## config.mk

```make
export PLATFORM = sky130hd
export DESIGN_NAME = barrel_shift_arbiter
export DESIGN_NICKNAME = d
export VERILOG_FILES = /design/src/rtl/shift_arb_pkg.sv /design/src/rtl/shift_right_core.sv /design/src/rtl/barrel_shift_arbiter.sv
export SDC_FILE = /design/constraint.sdc
export NUM_CORES = 1
export LEC_CHECK = 0
export ABC_CLOCK_PERIOD_IN_PS = 2800
export CORE_MARGIN = 2
export CORE_UTILIZATION = 49
export DETAILED_ROUTE_END_ITERATION = 6
export HOLD_SLACK_MARGIN = 0.08
export PLACE_DENSITY = 0.87
export SLEW_MARGIN = 0
export SYNTH_ARGS = -nofsm -noshare
export SYNTH_HDL_FRONTEND = slang
export SYNTH_SLANG_ARGS = --single-unit
export TNS_END_PERCENT = 1
```

## constraint.sdc

```tcl
create_clock -name clk_i -period 2.8 [get_ports clk_i]
set_input_delay 0.56 -clock clk_i [delete_from_list [all_inputs] [get_ports clk_i]]
set_output_delay 0.56 -clock clk_i [all_outputs]
set_load 0.01 [all_outputs]
```

## src/rtl/shift_arb_pkg.sv

```systemverilog
// Shared definitions for the barrel shift arbiter.
//   DATA_W / SHAMT_W : operand width and shift-amount width
//   MAX_REQ          : largest supported requester count
//   arb_state_e      : arbiter FSM encoding
//   rr_pick()        : round-robin pick (valid vector, pointer -> index)
package shift_arb_pkg;

    localparam int DATA_W  = 32;
    localparam int SHAMT_W = $clog2(DATA_W);
    localparam int MAX_REQ = 8;

    typedef enum logic [1:0] {
        IDLE  = 2'd0,
        SHIFT = 2'd1,
        RESP  = 2'd2
    } arb_state_e;

    // First valid index at or above ptr, wrapping modulo num_req.
    // Returns 0 when nothing is valid; callers qualify with |valid.
    function automatic int rr_pick(input logic [MAX_REQ-1:0] valid,
                                   input int ptr,
                                   input int num_req);
        int   idx;
        int   pick;
        logic found;
        pick  = 0;
        found = 1'b0;
        for (int i = 0; i < MAX_REQ; i++) begin
            idx = (ptr + i) % num_req;
            if ((i < num_req) && !found && valid[idx[2:0]]) begin
                pick  = idx;
                found = 1'b1;
            end
        end
        return pick;
    endfunction

endpackage

```

## src/rtl/shift_right_core.sv

```systemverilog
// Registered logical right barrel shifter, one log2 stage per amount bit.
//   clk_i  : clock, rising edge
//   rst_ni : asynchronous active-low reset, clears the output register
//   data_i : operand
//   amt_i  : shift amount
//   data_o : data_i >> amt_i, one cycle later (zero fill from the MSB)
module shift_right_core
    import shift_arb_pkg::*;
(
    input  logic              clk_i,
    input  logic              rst_ni,
    input  logic [DATA_W-1:0] data_i,
    input  logic [SHAMT_W-1:0] amt_i,
    output logic [DATA_W-1:0] data_o
);

    logic [DATA_W-1:0] w_stage [SHAMT_W+1];
    logic [DATA_W-1:0] r_data;

    assign w_stage[0] = data_i;

    // Stage s shifts by 2**s when amount bit s is set.
    for (genvar s = 0; s < SHAMT_W; s++) begin : g_stage
        assign w_stage[s+1] = amt_i[s] ? (w_stage[s] >> (2 ** s)) : w_stage[s];
    end

    always_ff @(posedge clk_i or negedge rst_ni) begin
        if (!rst_ni) begin
            r_data <= '0;
        end else begin
            r_data <= w_stage[SHAMT_W];
        end
    end

    assign data_o = r_data;

endmodule

```

## src/rtl/barrel_shift_arbiter.sv

```systemverilog
// Round-robin scheduler sharing one registered right barrel shifter among
// NUM_REQ requesters. Flow: IDLE (grant + latch) -> SHIFT -> RESP (hold
// until consumer ready) -> IDLE.
// Handshake: a transfer happens on a rising edge where valid and ready are
// both high; the requester holds valid/data/amount stable until ready, and
// the response side holds rsp_valid_o/data/id stable until rsp_ready_i.
// Ports:
//   clk_i, rst_ni : clock, asynchronous active-low reset
//   req_valid_i   : per-requester valid
//   req_data_i    : flat operands, requester k at [k*DATA_W +: DATA_W]
//   req_amt_i     : flat amounts, requester k at [k*SHAMT_W +: SHAMT_W]
//   req_ready_o   : one-hot accept strobe (IDLE only)
//   rsp_valid_o, rsp_data_o, rsp_id_o, rsp_ready_i : response channel
//   busy_o        : high when not IDLE
//   dbg_state_o   : current FSM state
//   grant_cnt_o   : per-requester 16-bit saturating grant counters, present
//                   only when SHIFT_ARB_STATS_EN is defined
module barrel_shift_arbiter
    import shift_arb_pkg::*;
#(
    parameter int NUM_REQ = 4,
    parameter int ID_W    = $clog2(NUM_REQ)
) (
    input  logic                       clk_i,
    input  logic                       rst_ni,
    input  logic [NUM_REQ-1:0]         req_valid_i,
    input  logic [NUM_REQ*DATA_W-1:0]  req_data_i,
    input  logic [NUM_REQ*SHAMT_W-1:0] req_amt_i,
    output logic [NUM_REQ-1:0]         req_ready_o,
    output logic                       rsp_valid_o,
    output logic [DATA_W-1:0]          rsp_data_o,
    output logic [ID_W-1:0]            rsp_id_o,
    input  logic                       rsp_ready_i,
    output logic                       busy_o,
    output arb_state_e                 dbg_state_o
`ifdef SHIFT_ARB_STATS_EN
    ,
    output logic [NUM_REQ*16-1:0]      grant_cnt_o
`endif
);

    localparam logic [ID_W-1:0] LAST_ID = ID_W'(NUM_REQ - 1);

    arb_state_e         r_state;
    arb_state_e         w_state_nxt;
    logic [ID_W-1:0]    r_rr_ptr;
    logic [ID_W-1:0]    r_id;
    logic [DATA_W-1:0]  r_opnd;
    logic [SHAMT_W-1:0] r_amt;
    logic [ID_W-1:0]    w_grant;
    logic               w_accept;
    logic [DATA_W-1:0]  w_shift_q;

    assign w_grant  = ID_W'(rr_pick(MAX_REQ'(req_valid_i), int'(r_rr_ptr), NUM_REQ));
    assign w_accept = (r_state == IDLE) && (|req_valid_i);

    always_ff @(posedge clk_i or negedge rst_ni) begin
        if (!rst_ni) begin
            r_state <= IDLE;
        end else begin
            r_state <= w_state_nxt;
        end
    end

    always_comb begin
        w_state_nxt = r_state;
        req_ready_o = '0;
        rsp_valid_o = 1'b0;
        busy_o      = 1'b1;
        case (r_state)
            IDLE: begin
                busy_o = 1'b0;
                if (w_accept) begin
                    req_ready_o[w_grant] = 1'b1;
                    w_state_nxt          = SHIFT;
                end
            end
            SHIFT: w_state_nxt = RESP;
            RESP: begin
                rsp_valid_o = 1'b1;
                if (rsp_ready_i) begin
                    w_state_nxt = IDLE;
                end
            end
            default: w_state_nxt = IDLE;
        endcase
    end

    // Operands are only loaded on accept, so the free-running shifter keeps
    // re-registering the same result and rsp_data_o is stable in RESP.
    always_ff @(posedge clk_i or negedge rst_ni) begin
        if (!rst_ni) begin
            r_rr_ptr <= '0;
            r_id     <= '0;
            r_opnd   <= '0;
            r_amt    <= '0;
        end else if (w_accept) begin
            r_rr_ptr <= (w_grant == LAST_ID) ? '0 : w_grant + 1'b1;
            r_id     <= w_grant;
            r_opnd   <= req_data_i[w_grant*DATA_W +: DATA_W];
            r_amt    <= req_amt_i[w_grant*SHAMT_W +: SHAMT_W];
        end
    end

    shift_right_core u_core (
        .clk_i  (clk_i),
        .rst_ni (rst_ni),
        .data_i (r_opnd),
        .amt_i  (r_amt),
        .data_o (w_shift_q)
    );

    assign rsp_data_o  = w_shift_q;
    assign rsp_id_o    = r_id;
    assign dbg_state_o = r_state;

`ifdef SHIFT_ARB_STATS_EN
    logic [15:0] r_grant_cnt [NUM_REQ];

    for (genvar k = 0; k < NUM_REQ; k++) begin : g_cnt
        always_ff @(posedge clk_i or negedge rst_ni) begin
            if (!rst_ni) begin
                r_grant_cnt[k] <= '0;
            end else if (w_accept && (w_grant == ID_W'(k)) && (r_grant_cnt[k] != 16'hFFFF)) begin
                r_grant_cnt[k] <= r_grant_cnt[k] + 16'd1;
            end
        end
        assign grant_cnt_o[k*16 +: 16] = r_grant_cnt[k];
    end
`endif

endmodule

```

==> results.json <==
{
  "die_x_um": 109,
  "synthToLayoutAreaGrowth_pct": 42.3,
  "pre_cts_ws_ns": -0.332,
  "multiInputGateArea_sq_mm": 0.00319,
  "path_clk_slew_ns": 0.09,
  "ctsHoldBuffers": 0,
  "drive_gt1_share_pct": 13.5,
  "critPathArrivalTime_ns": 2.24,
  "synth_top_area_share_pct": 34.9,
  "syn_nets": 736,
  "relSlewSlack_pct": 37.0,
  "layout_commonest_cell": "clkdlybuf4s50_1",
  "worst_pin_slew_ns": 0.946,
  "finalCritPeriodShare_pct": 100,
  "initial_utilization_pct": 49.9,
  "cp.depth": 7,
  "design.die.area_sq_mm": 0.0118,
  "drtPass1Iterations": 5,
  "end_kind": "primary output",
  "routed-via-count": 5350,
  "synth_area_per_cell_sq_um": 9.28,
  "crit_path_start_kind": "input port",
  "wl_per_cell_um": 18.7,
  "slew_violations": 0,
  "endpoint": "req_ready_o[3]",
  "antenna_found_initial": 0,
  "postPlaceCellArea_sq_mm": 0.00741,
  "place_hpwl_mm": 13.0,
  "drc_errors": 0,
  "final_antenna_net_count": 0,
  "worst_path_largest_cell_delay_ns": 0.50,
  "coreArea_sq_mm": 0.0108,
  "antennaDiodeCount": 0,
  "grt_pass1_wl_mm": 26.4,
  "rr_worst_depth": 6,
  "fin_ws_ns": -0.00399,
  "cts_htree_levels": 3,
  "clkLatencyLatePin_ns": 0.34,
  "viasPerCell": 5.96,
  "cts_buffers": 9,
  "crit_start": "req_valid_i[0]",
  "final_cell_mix": "clkdlybuf4s50_1, and3_1, dfrtp_1",
  "setup_viol_count_final": 1,
  "r2r-start": "r_amt[1]$_DFFE_PN0N_",
  "yosysWarnings": 0,
  "nNetsFinal": 909,
  "path_cells": "clkdlybuf4s50_1 > nand2_1 > a221o_1 > and2_1 > ha_1 > and2_1 > dlygate4sd2_1",
  "setup.worst_path.class": "in2out",
  "cts_max_path_buffers": 2,
  "fillCellCount": 834,
  "cts.sinks": 75,
  "status": "finished with violations",
  "cts_tree": "done",
  "r2r-end": "u_core.data_o[8]$_DFF_PN0_",
  "grt_pass1_vias": 5203,
  "wl_mm": 16.8,
  "synthCells": 580,
  "cp_top_family": "buffers and inverters",
  "cp.required_ns": 2.24,
  "yosysSeqAreaShare_pct": 34.9,
  "ys_top_cells_by_area": "dfrtp_1, mux4_2, a211oi_1, and3_1, mux2i_1",
  "rsz0062_at_grt": "yes",
  "yosysTopAreaCell": "dfrtp_1",
  "gr-total-overflow": 0,
  "gp_congestion": 0.911,
  "cp_common_cell": "and2_1",
  "post-route-min-period_ns": 2.80,
  "p_leak_uw": 0.00320,
  "powerDensity_mw_per_mm2": 1120,
  "failed_checks": "setup timing",
  "worst_path_max_delay_cell": "clkdlybuf4s50_1",
  "std_cell_rows": 38,
  "clockRootBuffer": "clkbuf_8",
  "path_buf_inv": 2,
  "cap_violations": 0,
  "ioPinCount": 197,
  "synthDistinctLibCells": 42,
  "design_area_sq_mm": 0.00766,
  "seq_area_sq_mm": 0.00188,
  "grt_max_degree": 75,
  "max_freq_ghz": 0.357,
  "post-route-util_pct": 71.0,
  "clock_skew_ns": 0.0136,
  "crit_path_max_fanout": 3,
  "hold_violations": 0,
  "die_h_um": 109,
  "r2r_slack_ns": 0.46,
  "syn-cell-area_sq_mm": 0.00539,
  "track_usage_pct": 28.8,
  "hold_class": "in2async",
  "portBuffers": 196,
  "drtIter0Drc": 357,
  "synth-seq-cells": 75,
  "ir_drop_mv": 0.863
}
## cell families (layout without fill, tap and decap cells)
group	Yosys count	after routing	share of synthesized area (%)
fa+ha+maj	1	1	0.232
compound gates	132	132	18.9
mux	61	61	17.4
simple gates	246	246	22.5
buf+inv	65	243	6.18
flops	75	75	34.9
## layer usage
metal,vias to the layer above,track usage (%),wire length [um]
met2,238,46.5,8190
met1,2573,38.6,7040
met4,0,9.62,380
met3,26,6.46,1180
li1,2513,-,-
met5,-,0,0
## layout make-up
type | count | area share (%)
tap | 140 | 2.29
clock inverter | 6 | 1.49
multi-input combinational | 440 | 41.6
inverter | 6 | 0.310
timing repair buffer | 221 | 28.1
clock buffer | 10 | 1.67
sequential | 75 | 24.5
## per-stage QoR
| stage | instances | power, uW | setup TNS (ns) | hold WS (ns) |
|---|---|---|---|---|
| 3_3_place_gp | 881 | 7380 | -0.741 | 0.479 |
| 3_5_place_dp | 881 | 7530 | -1.06 | 0.487 |
| 6_report | 898 | 8600 | -0.00399 | 0.176 |
| 5_1_grt | 898 | 9220 | -0.0722 | 0.205 |
| 4_1_cts | 897 | 8530 | -0.193 | 0.183 |
| 2_1_floorplan | 580 | 5830 | 0 | 0.264 |
## sequential cells by signal (all words and copies together) (netlist names)
| signal | flops |
|---|---|
| r_opnd | 32 |
| r_rr_ptr | 2 |
| rsp_id_o | 2 |
| dbg_state_o | 2 |
| r_amt | 5 |
| u_core.data_o | 32 |
## timing repair
action / in CTS / in global routing
endpoints found under the setup margin: 4 / 2
buffers inserted: 0 / 1
gates resized for setup: 7 / 1
pin swaps: 0 / 1
gates cloned: 0 / 0
## synth_stat cells (all sizes together)
master and count:
nor4 1, inv 4, o22ai 8, a21oi 13, clkbuf 33, nor2 71, a31oi 1, and3 75
o21ai 12, nand2 43, or2 3, nand2b 4, mux2 7, a21o 2, nand3 2, mux4 25
a221oi 3, nor3b 1, a22oi 1, clkinv 2, a211oi 88, a221o 1, and2 4, a31o 2
nor2b 3, a211o 1, or3 1, mux2i 29, ha 1, nor3 38, buf 26, dfrtp 75
## how the worst min path moves through the flow
| stage | from | endpoint | cells after the start |
|---|---|---|---|
| after detailed placement | rsp_id_o[0]$_DFFE_PN0N_ | rsp_id_o[0]$_DFFE_PN0N_ | 2 |
| after global placement | rsp_id_o[1]$_DFFE_PN0N_ | rsp_id_o[1]$_DFFE_PN0N_ | 2 |
| after global routing | rst_ni | u_core.data_o[24]$_DFF_PN0_ | 1 |
| after floorplan | rst_ni | dbg_state_o[0]$_DFFE_PN0P_ | 0 |
| after CTS | rst_ni | u_core.data_o[24]$_DFF_PN0_ | 1 |
| final | rst_ni | u_core.data_o[24]$_DFF_PN0_ | 1 |
## where the power goes
part / internal, uW / total (uW) / leakage [uW] / switching (uW)
Clock: 594 / 991 / 0.000113 / 397
Sequential: 1600 / 2200 / 0.000894 / 599
Combinational: 2570 / 5410 / 0.00220 / 2840
Total: 4760 / 8600 / 0.00320 / 3840
Note: power is estimated with default switching activity, not from simulation.
